$ cat src/rtl/tmds_pkg.sv
// rtl/tmds_pkg.sv - shared TMDS control tokens, symbol bit positions and lock FSM states
package tmds_pkg;

   localparam logic [9:0] CTRL_TOK_00 = 10'b1101010100;
   localparam logic [9:0] CTRL_TOK_01 = 10'b0010101011;
   localparam logic [9:0] CTRL_TOK_10 = 10'b0101010100;
   localparam logic [9:0] CTRL_TOK_11 = 10'b1010101011;

   localparam int INV_BIT = 9;
   localparam int XOR_BIT = 8;

   typedef enum logic [1:0] {
      ST_SEARCH = 2'd0,
      ST_SLIP   = 2'd1,
      ST_LOCKED = 2'd2
   } state_t;

   function automatic logic is_ctrl(input logic [9:0] sym);
      return (sym == CTRL_TOK_00) || (sym == CTRL_TOK_01) ||
             (sym == CTRL_TOK_10) || (sym == CTRL_TOK_11);
   endfunction

   function automatic logic [1:0] ctrl_val(input logic [9:0] sym);
      logic [1:0] c;
      case (sym)
         CTRL_TOK_01: c = 2'b01;
         CTRL_TOK_10: c = 2'b10;
         CTRL_TOK_11: c = 2'b11;
         default:     c = 2'b00;
      endcase
      return c;
   endfunction

endpackage

$ cat src/rtl/tm_undo.sv
// rtl/tm_undo.sv - combinational TMDS data symbol decode (undo inversion, then undo XOR/XNOR chain)
module tm_undo
   import tmds_pkg::*;
(
   input  logic [9:0] tmds,
   output logic [7:0] data
);

   logic [7:0] d;

   always_comb begin
      d       = tmds[INV_BIT] ? ~tmds[7:0] : tmds[7:0];
      data    = '0;
      data[0] = d[0];
      for (int i = 1; i < 8; i++) begin
         data[i] = tmds[XOR_BIT] ? (d[i] ^ d[i-1]) : ~(d[i] ^ d[i-1]);
      end
   end

endmodule

$ cat src/rtl/tmds_decoder.sv
// rtl/tmds_decoder.sv - TMDS channel decoder with word-lock search and bitslip requests
// Optional error counter output enabled by defining TMDS_DECODER_ERR_CNT_EN.
module tmds_decoder
   import tmds_pkg::*;
#(
   parameter int LOCK_TOKENS   = 8,
   parameter int SEARCH_CYCLES = 1024,
   parameter int SLIP_WAIT     = 8,
   parameter int LOSS_CYCLES   = 4096
) (
   input  logic        clk_in,
   input  logic        rst_in,
   input  logic [9:0]  tmds_in,
   input  logic        valid_in,
   output logic [7:0]  data_out,
   output logic [1:0]  ctrl_out,
   output logic        de_out,
   output logic        valid_out,
   output logic        locked_out,
   output logic        bitslip_out
`ifdef TMDS_DECODER_ERR_CNT_EN
   ,
   output logic [15:0] err_count_out
`endif
);

   localparam int RW = $clog2(LOCK_TOKENS + 1);
   localparam int SW = $clog2(SEARCH_CYCLES + 1);
   localparam int WW = $clog2(SLIP_WAIT + 1);
   localparam int LW = $clog2(LOSS_CYCLES + 1);

   localparam logic [RW-1:0] RUN_MAX    = RW'(LOCK_TOKENS);
   localparam logic [SW-1:0] SEARCH_MAX = SW'(SEARCH_CYCLES);
   localparam logic [WW-1:0] SLIP_MAX   = WW'(SLIP_WAIT);
   localparam logic [LW-1:0] LOSS_MAX   = LW'(LOSS_CYCLES);

   state_t        state;
   logic [RW-1:0] run_cnt;
   logic [SW-1:0] search_cnt;
   logic [WW-1:0] slip_cnt;
   logic [LW-1:0] loss_cnt;

   logic [RW-1:0] run_nxt;
   logic [SW-1:0] search_nxt;
   logic [WW-1:0] slip_nxt;
   logic [LW-1:0] loss_nxt;
   logic [7:0]    dec_data;
   logic          tok;

   tm_undo u_undo (
      .tmds (tmds_in),
      .data (dec_data)
   );

   assign tok = is_ctrl(tmds_in);

   // Saturating increments; the FSM leaves each state before any counter passes its terminal value.
   assign run_nxt    = (run_cnt    == RUN_MAX)    ? run_cnt    : run_cnt    + RW'(1);
   assign search_nxt = (search_cnt == SEARCH_MAX) ? search_cnt : search_cnt + SW'(1);
   assign slip_nxt   = (slip_cnt   == SLIP_MAX)   ? slip_cnt   : slip_cnt   + WW'(1);
   assign loss_nxt   = (loss_cnt   == LOSS_MAX)   ? loss_cnt   : loss_cnt   + LW'(1);

`ifdef TMDS_DECODER_ERR_CNT_EN
   logic sym_err;
   assign sym_err = (tmds_in[9:8] == 2'b01) || ($countones(dec_data) > 8);
`endif

   always_ff @(posedge clk_in) begin
      if (rst_in) begin
         state       <= ST_SEARCH;
         run_cnt     <= '0;
         search_cnt  <= '0;
         slip_cnt    <= '0;
         loss_cnt    <= '0;
         data_out    <= '0;
         ctrl_out    <= '0;
         de_out      <= 1'b0;
         valid_out   <= 1'b0;
         locked_out  <= 1'b0;
         bitslip_out <= 1'b0;
`ifdef TMDS_DECODER_ERR_CNT_EN
         err_count_out <= '0;
`endif
      end else begin
         valid_out   <= valid_in;
         bitslip_out <= 1'b0;
         if (valid_in) begin
            if (tok) begin
               de_out   <= 1'b0;
               ctrl_out <= ctrl_val(tmds_in);
            end else begin
               de_out   <= 1'b1;
               data_out <= dec_data;
            end

            case (state)
               ST_SEARCH: begin
                  // Lock takes priority over a coincident search timeout.
                  if (tok && (run_nxt == RUN_MAX)) begin
                     state      <= ST_LOCKED;
                     locked_out <= 1'b1;
                     run_cnt    <= '0;
                     search_cnt <= '0;
                     loss_cnt   <= '0;
`ifdef TMDS_DECODER_ERR_CNT_EN
                     err_count_out <= '0;
`endif
                  end else if (search_nxt == SEARCH_MAX) begin
                     state       <= ST_SLIP;
                     bitslip_out <= 1'b1;
                     run_cnt     <= '0;
                     search_cnt  <= '0;
                     slip_cnt    <= '0;
                  end else begin
                     run_cnt    <= tok ? run_nxt : '0;
                     search_cnt <= search_nxt;
                  end
               end

               ST_SLIP: begin
                  if (slip_nxt == SLIP_MAX) begin
                     state      <= ST_SEARCH;
                     slip_cnt   <= '0;
                     run_cnt    <= '0;
                     search_cnt <= '0;
                  end else begin
                     slip_cnt <= slip_nxt;
                  end
               end

               ST_LOCKED: begin
                  if (tok) begin
                     loss_cnt <= '0;
                  end else if (loss_nxt == LOSS_MAX) begin
                     state      <= ST_SEARCH;
                     locked_out <= 1'b0;
                     loss_cnt   <= '0;
                     run_cnt    <= '0;
                     search_cnt <= '0;
                  end else begin
                     loss_cnt <= loss_nxt;
                  end
`ifdef TMDS_DECODER_ERR_CNT_EN
                  if (!tok && sym_err && (err_count_out != 16'hFFFF)) begin
                     err_count_out <= err_count_out + 16'd1;
                  end
`endif
               end

               default: state <= ST_SEARCH;
            endcase
         end
      end
   end

endmodule
$ cat config.mk
export PLATFORM = sky130hd
export DESIGN_NAME = tmds_decoder
export DESIGN_NICKNAME = d
export VERILOG_FILES = /design/src/rtl/tmds_pkg.sv /design/src/rtl/tm_undo.sv /design/src/rtl/tmds_decoder.sv
export SDC_FILE = /design/constraint.sdc
export NUM_CORES = 1
export LEC_CHECK = 0
export ABC_AREA = 1
export ABC_CLOCK_PERIOD_IN_PS = 5500
export CELL_PAD_IN_SITES_DETAIL_PLACEMENT = 1
export CELL_PAD_IN_SITES_GLOBAL_PLACEMENT = 1
export CORE_MARGIN = 3
export CORE_UTILIZATION = 40
export CTS_CLUSTER_DIAMETER = 120
export DETAILED_ROUTE_END_ITERATION = 10
export HOLD_SLACK_MARGIN = 0.08
export PLACE_DENSITY = 0.76
export SYNTH_ARGS = -nofsm -noshare
export SYNTH_HDL_FRONTEND = slang
export SYNTH_HIERARCHICAL = 1
export SYNTH_SLANG_ARGS = --single-unit
$ cat constraint.sdc
create_clock -name clk_in -period 5.5 [get_ports clk_in]
set_clock_uncertainty 0.15 [all_clocks]
set_input_delay 1.1 -clock clk_in [delete_from_list [all_inputs] [get_ports clk_in]]
set_output_delay 1.1 -clock clk_in [all_outputs]
set_load 0.1 [all_outputs]
==> impl_metrics.env, run 1 <==
export IMPL_status="completed"
export IMPL_ys_seq_elements=48
export IMPL_cts_buffer_depth=2
export IMPL_cp_slowest_cell="clkdlybuf4s50_1"
export IMPL_synthTopCellsByArea="dfxtp_1, nand2_1, nor2_1"
export IMPL_cts_root_buf="clkbuf_8"
export IMPL_arrival_ns=3.63
export IMPL_fmax_mhz=281
export IMPL_power_leakage_nw=1.69
export IMPL_worstPathCellList="clkdlybuf4s50_1 > nand2_1 > nor3_1 > nand2_1 > nand2_2 > nand3_2 > nand2_1 > nand2_1 > nor2_4 > nand3_1 > a21oi_1"
export IMPL_wl_per_cell_um=14.1
export IMPL_vias_per_cell=5.09
export IMPL_numCtsBuffers=5
export IMPL_clkTransAtPathRegs_ns=0.08
export IMPL_first_pass_iters=4
export IMPL_yosysMostFrequentCell="nand2_1"
export IMPL_fp_row_count=32
export IMPL_yosysWarnings=6
export IMPL_finalSetupViolations=0
export IMPL_ys_types=32
export IMPL_hold_viol_final=0
export IMPL_postCtsSetupRepairBufs=0
export IMPL_synth_area_mm2=0.00331
export IMPL_ir_drop_mv=0.185
export IMPL_min_period_ns=3.55
export IMPL_ys_flop_type="dfxtp_1"
export IMPL_pin_count=27
export IMPL_relSlewSlack=0.350
export IMPL_worstSetupPathType="in2reg"
export IMPL_rsz0062_at_grt="no"
export IMPL_place_congestion=0.830
export IMPL_fin_crit_sh=0.646
export IMPL_wirelength_um=9460
export IMPL_cts_resized=0
export IMPL_via_count=3423
export IMPL_dp_hpwl_um=7400
export IMPL_diodes=0
export IMPL_syn_area_per_cell_um2=6.03
export IMPL_antenna_found_initial=0
export IMPL_critPathLaunchType="input port"
export IMPL_clkSinkCount=48
export IMPL_critPathMostFrequentCell="nand2_1"
export IMPL_syn_to_final_growth_pct=12.9
export IMPL_grt_max_degree=28
export IMPL_start_util=0.420
export IMPL_tns_ns=0
export IMPL_grt_overflow_total=0
export IMPL_syn_nets=575
export IMPL_port_buffer_count=26
export IMPL_final_max_slew_violation_count=0
export IMPL_required_ns=5.58
export IMPL_dieWidth_um=97.0
export IMPL_ys_async_sr_fraction=0
export IMPL_layout_nets=596
export IMPL_synth_cells=550
export IMPL_yosysSeqAreaShare=0.290
export IMPL_die_area_mm2=0.00941
export IMPL_cts_tree="done"
export IMPL_drc=0
export IMPL_cts_htree_levels=2
export IMPL_grt_use_total=0.206
export IMPL_p_total_mw=1.26
export IMPL_crit_path_end_kind="flip-flop"
export IMPL_clkLatencyLatePin_ns=0.31
export IMPL_holdBufCountCts=0
export IMPL_grt_pass1_wl_um=16500
export IMPL_synth_top_area_frac=0.290
export IMPL_cpPeakStageDelay_ns=0.65
export IMPL_drtIter0Drc=107
export IMPL_drv_cap=0
export IMPL_synth_top_cell_by_area="dfxtp_1"
export IMPL_drive_above_1_share=0.0455
export IMPL_crit_fanout=14
export IMPL_worstMarginPinSlew_ns=0.971
export IMPL_final_antenna_net_count=0
export IMPL_fp_coreArea_mm2=0.00789
export IMPL_grt_pass1_vias=3575
export IMPL_synthTopCellsByCount="nand2_1, nor2_1, nand3_1, inv_1, dfxtp_1"
export IMPL_die_height_um=97.0
export IMPL_hp_class="reg2reg"
export IMPL_synth_edf_count=0
export IMPL_power_density_mw_per_mm2=338
[cells in the final DEF (no fill, tap or decap)]
cell and count:
nand2_1 169, nor2_1 88, nand3_1 58, inv_1 55, dfxtp_1 48, a21oi_1 31
clkdlybuf4s50_1 26, xor2_1 14, o21ai_0 12, ha_1 12, nand4_1 10, nor3_1 7
clkbuf_8 6, nand3b_1 5, nand2_2 5, nor2_2 4, inv_2 3, xnor2_1 2
nor2_4 2, and3_1 2, nor3b_1 1, o21ai_2 1, o21ai_1 1, nand3_2 1
nand2_4 1, nand3_4 1, o32ai_1 1, a31oi_1 1, a211oi_1 1, nor4_1 1
clkinv_4 1, buf_4 1
[per-layer routing]
metal | track usage | routed length [um]
met5 | 0 | 0
met4 | 0.0443 | 87
met3 | 0.0317 | 185
met2 | 0.362 | 4700
met1 | 0.265 | 4490
[worst max-delay path, delay by kind of cell]
kind / cells / cell delay (ns)
AND/OR/NAND/NOR: 9 / 1.69
buffers and inverters: 1 / 0.65
AO/OA/AOI/OAI: 1 / 0.17
[final cells by class]
cell class,instances,area (um^2)
flip-flops and latches,48,961
inverters,58,218
clock buffers,6,82.6
clock inverters,1,8.76
fillers,1104,4150
repair buffers,27,268
well taps,102,128
multi-input cells,431,2080
[sequential cells by signal, summed over array words and instances (netlist names)]
signal,cells
slip_cnt,4
ctrl_out,2
de_out,1
search_cnt,11
bitslip_out,1
loss_cnt,13
state,2
data_out,8
valid_out,1
run_cnt,4
locked_out,1
[final timing paths]
check	startpoint	endpoint	slack, ns	cells past startpoint
hold / removal	data_out[7]$_SDFFE_PP0P_	data_out[7]$_SDFFE_PP0P_	0.32	2
setup / recovery	tmds_in[8]	loss_cnt[11]$_SDFFE_PP0P_	1.95	11
hold reg to reg	data_out[7]$_SDFFE_PP0P_	data_out[7]$_SDFFE_PP0P_	0.32	2
setup reg to reg	run_cnt[0]$_SDFFE_PP0P_	loss_cnt[11]$_SDFFE_PP0P_	2.82	12
[metrics by stage]
| stage | utilization | setup slack (ns) | std cells | hold slack [ns] | cell area (um^2) |
|---|---|---|---|---|---|
| 2_1_floorplan | - | 2.88 | 550 | 0.318 | 3310 |
| 3_3_place_gp | 0.463 | 1.79 | 666 | 0.303 | 3650 |
| 3_5_place_dp | 0.463 | 1.64 | 666 | 0.312 | 3650 |
| 4_1_cts | 0.474 | 1.96 | 673 | 0.328 | 3740 |
| 5_1_grt | 0.474 | 1.67 | 673 | 0.346 | 3740 |
| 6_report | 0.474 | 1.95 | 673 | 0.322 | 3740 |
[kinds of logic (layout without fill, tap and decap cells)]
family          count (synthesis)  after routing  synth area share
xor+xnor                       16             16            0.0423
compound gates                 48             48            0.0759
buf+inv                        71             92            0.0838
fa+ha+maj                      12             12            0.0453
flops                          48             48             0.290
simple gates                  355            355             0.463
[power breakdown]
group | internal, mW | total (mW) | leakage [nW] | switching [mW]
Clock | 0.100 | 0.222 | 0.0473 | 0.121
Sequential | 0.402 | 0.471 | 0.392 | 0.0686
Combinational | 0.185 | 0.571 | 1.25 | 0.386
Total | 0.687 | 1.26 | 1.69 | 0.576
(Power assumes the default switching activity.)
==> inputs of run 2 (changes only) <==
- ABC_CLOCK_PERIOD_IN_PS: 5500 -> 2900
- CORE_UTILIZATION: 40 -> 37
- PLACE_DENSITY: 0.76 -> 0.74
- clock period: 5.5 -> 2.9 ns (I/O delays scaled with it)
==> run 2 against run 1 <==
Against the previous run: critical path depth rose by 2; global-route usage down 1.4 points; utilization fell by 2.6 points; power grew 90%; critical endpoint is now search_cnt[10]$_SDFFE_PP0P_; largest cell class unchanged.
==> impl_metrics.env, run 2 (same netlist as run 1, synthesis figures left out) <==
export IMPL_status="completed"
export IMPL_start_util=0.392
export IMPL_pin_count=27
export IMPL_first_pass_iters=4
export IMPL_via_count=3488
export IMPL_min_period_ns=2.61
export IMPL_fin_crit_sh=0.900
export IMPL_rr_endpoint="search_cnt[10]$_SDFFE_PP0P_"
export IMPL_drc=0
export IMPL_hp_class="reg2reg"
export IMPL_ir_drop_mv=0.228
export IMPL_power_density_mw_per_mm2=633
export IMPL_wl_per_cell_um=13.5
export IMPL_cts_htree_levels=2
export IMPL_clkTransAtPathRegs_ns=0.10
export IMPL_grt_pass1_wl_um=16100
export IMPL_grt_max_degree=27
export IMPL_wirelength_um=9310
export IMPL_drtIter0Drc=83
export IMPL_final_common_cell="nand2_1"
export IMPL_place_congestion=0.836
export IMPL_grt_overflow_total=0
export IMPL_grt_pass1_vias=3407
export IMPL_r2r_start="loss_cnt[0]$_SDFFE_PP0P_"
export IMPL_largest_reg_flops=13
export IMPL_crit_path_end_kind="flip-flop"
export IMPL_postCtsSetupRepairBufs=0
export IMPL_fmax_mhz=383
export IMPL_rsz0062_at_grt="no"
export IMPL_mostFrequentLayoutCells="nand2_1, nor2_1, nand3_1"
export IMPL_syn_to_final_growth_pct=14.5
export IMPL_arrival_ns=2.66
export IMPL_dp_hpwl_um=7460
export IMPL_whs_ns=0.327
export IMPL_largestRegisters="loss_cnt (13), search_cnt (11), data_out (8)"
export IMPL_hold_depth=2
export IMPL_power_leakage_nw=1.76
export IMPL_grt_use_total=0.191
export IMPL_stdcell_count=688
export IMPL_hold_viol_final=0
export IMPL_reg2regPathDepth=13
export IMPL_drv_cap=0
export IMPL_cpPeakStageDelay_ns=0.47
export IMPL_cts_root_buf="clkbuf_8"
export IMPL_dieWidth_um=101
export IMPL_fp_coreArea_mm2=0.00846
export IMPL_regMostFlops="loss_cnt"
export IMPL_die_area_mm2=0.0101
export IMPL_cp_slowest_cell="dfxtp_1"
export IMPL_worstSetupPathType="reg2reg"
export IMPL_numCtsBuffers=5
export IMPL_relSlewSlack=0.730
export IMPL_min_to="data_out[7]$_SDFFE_PP0P_"
export IMPL_vias_per_cell=5.07
export IMPL_cts_resized=0
export IMPL_cts_tree="done"
export IMPL_clkSinkCount=48
export IMPL_required_ns=2.95
export IMPL_crit_fanout=24
export IMPL_port_buffer_count=26
export IMPL_cts_buffer_depth=2
export IMPL_fp_row_count=33
export IMPL_holdBufCountCts=0
export IMPL_r2r_slack_ns=0.29
export IMPL_tns_ns=0
export IMPL_final_max_slew_violation_count=0
export IMPL_dp_cells=680
export IMPL_final_antenna_net_count=0
export IMPL_worstPathCellList="ha_1 > inv_1 > nor2_2 > nand2_1 > xor2_1 > nor2_1 > nand2_1 > nor2_2 > nand2_2 > nand2_4 > nand3_4 > a21oi_1 > nor2_1"
export IMPL_clkLatencyLatePin_ns=0.30
export IMPL_finalSetupViolations=0
export IMPL_die_height_um=101
export IMPL_hp_start="data_out[7]$_SDFFE_PP0P_"
export IMPL_diodes=0
export IMPL_worstMarginPinSlew_ns=0.405
export IMPL_drive_above_1_share=0.0875
export IMPL_layout_nets=607
export IMPL_critPathLaunchType="flip-flop"
export IMPL_antenna_found_initial=0
run 2: critical path: cells and delay by family, from the launching register on:
kind,cells,cell delay (ns)
and+or+nand+nor,9,1.03
DFF,1,0.47
buffers and inverters,1,0.08
AOI/OAI and AO/OA,1,0.26
xor gates and xnor gates,1,0.17
adders and majority gates,1,0.33
run 2: cell type report:
class | count | area (um^2)
repair buffers | 38 | 315
multi-input cells | 431 | 2080
clock buffers | 7 | 86.3
flip-flops and latches | 48 | 961
well taps | 105 | 131
inverters | 58 | 218
fillers | 1187 | 4670
clock inverters | 1 | 7.51
run 2: per-layer routing:
layer / routed length (um) / part of all wire / vias up / global-route usage
met5: 0 / 0 / - / 0
met4: 68 / 0.0073 / 0 / 0.0342
met3: 180 / 0.019 / 6 / 0.0270
met2: 4670 / 0.50 / 27 / 0.335
met1: 4390 / 0.47 / 1648 / 0.252
li1: - / - / 1807 / -
run 2: worst max-delay path by stage:
stage                                         from                          end  slack, ns  cells after the start
final                     loss_cnt[0]$_SDFFE_PP0P_  search_cnt[10]$_SDFFE_PP0P_       0.29                     13
after global routing      loss_cnt[0]$_SDFFE_PP0P_  search_cnt[10]$_SDFFE_PP0P_       0.11                     13
after CTS                 loss_cnt[0]$_SDFFE_PP0P_  search_cnt[10]$_SDFFE_PP0P_       0.27                     13
after detailed placement                tmds_in[1]     loss_cnt[4]$_SDFFE_PP0P_       0.13                     11
after global placement                  tmds_in[7]     loss_cnt[4]$_SDFFE_PP0P_       0.16                     11
after floorplan           loss_cnt[0]$_SDFFE_PP0P_  search_cnt[10]$_SDFFE_PP0P_       0.73                     14
run 2: where the power goes:
part / switching [mW] / internal [mW] / leakage (nW) / total, mW
registers: 0.122 / 0.762 / 0.392 / 0.884
logic: 0.728 / 0.356 / 1.33 / 1.08
clock network: 0.241 / 0.195 / 0.0445 / 0.436
total: 1.09 / 1.31 / 1.76 / 2.40
run 2: through the flow:
step / power, mW / setup slack (ns) / util / area, um^2
after CTS: 2.43 / 0.273 / 0.448 / 3790
after floorplan: 1.71 / 0.728 / - / 3310
after global placement: 1.95 / 0.157 / 0.437 / 3700
after global routing: 2.63 / 0.110 / 0.448 / 3790
after detailed placement: 1.99 / 0.132 / 0.437 / 3700
final: 2.40 / 0.290 / 0.448 / 3790
==> inputs of run 3 (changes only) <==
- MAX_ROUTING_LAYER: unset -> met4
==> run 3 against run 2 <==
Against the previous run: critical path depth unchanged; register-to-register slack about the same; flip-flop and latch count unchanged; via count barely moved; maximum frequency is essentially flat; largest power group unchanged.
==> impl_metrics.env, run 3 (same netlist as run 1, synthesis figures left out) <==
export IMPL_first_pass_iters=4
export IMPL_power_density_mw_per_mm2=634
export IMPL_dieWidth_um=101
export IMPL_port_buffer_count=26
export IMPL_mostFrequentLayoutCells="nand2_1, nor2_1, nand3_1"
export IMPL_power_leakage_nw=1.76
export IMPL_start_util=0.392
export IMPL_worstSetupPathType="reg2reg"
export IMPL_reg2regPathDepth=13
export IMPL_cts_htree_levels=2
export IMPL_numCtsBuffers=5
export IMPL_fp_row_count=33
export IMPL_crit_fanout=24
export IMPL_die_area_mm2=0.0101
export IMPL_final_max_slew_violation_count=0
export IMPL_fin_crit_sh=0.900
export IMPL_fill_cells=1187
export IMPL_cts_buffer_depth=2
export IMPL_drtIter0Drc=85
export IMPL_ir_drop_mv=0.227
export IMPL_cp_slowest_cell="dfxtp_1"
export IMPL_cts_resized=0
export IMPL_rr_endpoint="search_cnt[10]$_SDFFE_PP0P_"
export IMPL_tns_ns=0
export IMPL_pin_count=27
export IMPL_dp_hpwl_um=7460
export IMPL_multi_input_area_mm2=0.00208
export IMPL_final_common_cell="nand2_1"
export IMPL_grt_max_degree=27
export IMPL_whs_ns=0.327
export IMPL_drv_cap=0
export IMPL_status="completed"
export IMPL_largest_reg_flops=13
export IMPL_r2r_slack_ns=0.29
export IMPL_critPathLaunchType="flip-flop"
export IMPL_worstPathCellList="ha_1 > inv_1 > nor2_2 > nand2_1 > xor2_1 > nor2_1 > nand2_1 > nor2_2 > nand2_2 > nand2_4 > nand3_4 > a21oi_1 > nor2_1"
export IMPL_regMostFlops="loss_cnt"
export IMPL_relSlewSlack=0.730
export IMPL_via_count=3487
export IMPL_postCtsSetupRepairBufs=0
export IMPL_arrival_ns=2.66
export IMPL_rsz0062_at_grt="no"
export IMPL_hold_viol_final=0
export IMPL_wirelength_um=9320
export IMPL_syn_to_final_growth_pct=14.5
export IMPL_fmax_mhz=383
export IMPL_cpPeakStageDelay_ns=0.47
export IMPL_cts_tree="done"
export IMPL_grt_overflow_total=0
export IMPL_hold_depth=2
export IMPL_clkSinkCount=48
export IMPL_final_antenna_net_count=0
export IMPL_diodes=0
export IMPL_die_height_um=101
export IMPL_grt_pass1_vias=3409
export IMPL_r2r_start="loss_cnt[0]$_SDFFE_PP0P_"
export IMPL_wl_per_cell_um=13.5
export IMPL_hp_start="data_out[7]$_SDFFE_PP0P_"
export IMPL_layout_nets=607
export IMPL_holdBufCountCts=0
export IMPL_place_congestion=0.849
export IMPL_fp_coreArea_mm2=0.00846
export IMPL_hp_class="reg2reg"
export IMPL_vias_per_cell=5.07
export IMPL_cts_root_buf="clkbuf_8"
export IMPL_antenna_found_initial=0
export IMPL_grt_pass1_wl_um=16100
export IMPL_path_buf_inv=1
export IMPL_clkLatencyLatePin_ns=0.30
export IMPL_drc=0
export IMPL_drive_above_1_share=0.0875
export IMPL_largestRegisters="loss_cnt (13), search_cnt (11), data_out (8)"
export IMPL_grt_use_total=0.197
export IMPL_seq_area_um2=961
export IMPL_worstMarginPinSlew_ns=0.405
export IMPL_path_delay_family="simple AND/OR/NAND/NOR gates"
export IMPL_min_to="data_out[7]$_SDFFE_PP0P_"
export IMPL_required_ns=2.95
export IMPL_crit_path_end_kind="flip-flop"
export IMPL_finalSetupViolations=0
export IMPL_min_period_ns=2.61
export IMPL_clkTransAtPathRegs_ns=0.10
## run 3: layer usage
layer | part of all wire | track usage | up-vias
li1 | - | - | 1807
met1 | 0.47 | 0.253 | 1644
met2 | 0.50 | 0.336 | 28
met3 | 0.017 | 0.0249 | 8
met4 | 0.0076 | 0.0342 | 0
met5 | 0 | - | -
## run 3: how the worst max path moves through the flow
stage,end,from,depth (start not counted),slack (ns)
floorplan,search_cnt[10]$_SDFFE_PP0P_,loss_cnt[0]$_SDFFE_PP0P_,14,0.73
global placement,loss_cnt[4]$_SDFFE_PP0P_,tmds_in[7],11,0.16
detailed placement,loss_cnt[4]$_SDFFE_PP0P_,tmds_in[1],11,0.13
CTS,search_cnt[10]$_SDFFE_PP0P_,loss_cnt[0]$_SDFFE_PP0P_,13,0.27
global route,search_cnt[10]$_SDFFE_PP0P_,loss_cnt[0]$_SDFFE_PP0P_,13,0.11
finish,search_cnt[10]$_SDFFE_PP0P_,loss_cnt[0]$_SDFFE_PP0P_,13,0.29
## run 3: area by class of cell
type	count	share of cell area
Clock buffer	7	0.0227
Clock inverter	1	0.00198
Inverter	58	0.0574
Multi-Input combinational cell	431	0.547
Sequential cell	48	0.253
Tap cell	105	0.0346
Timing Repair Buffer	38	0.0831
## run 3: metrics by stage
stage | util | worst slack [ns] | area (um^2) | power (mW) | instances
after floorplan | - | 0.728 | 3310 | 1.71 | 550
after global placement | 0.437 | 0.157 | 3700 | 1.95 | 680
after detailed placement | 0.437 | 0.132 | 3700 | 1.99 | 680
after CTS | 0.448 | 0.273 | 3790 | 2.43 | 688
after global routing | 0.448 | 0.111 | 3790 | 2.63 | 688
final | 0.448 | 0.291 | 3790 | 2.40 | 688
## run 3: where the power goes
| part | internal [mW] | switching, mW |
|---|---|---|
| Clock | 0.195 | 0.241 |
| Sequential | 0.762 | 0.122 |
| Combinational | 0.356 | 0.728 |
| Total | 1.31 | 1.09 |
## run 3: worst reg2reg max path, delay by kind of cell, from the launching register on
| kind | cells | cell delay (ns) |
|---|---|---|
| compound gates | 1 | 0.26 |
| xor+xnor | 1 | 0.17 |
| fa+ha+maj | 1 | 0.33 |
| buf+inv | 1 | 0.08 |
| flops | 1 | 0.47 |
| simple gates | 9 | 1.03 |
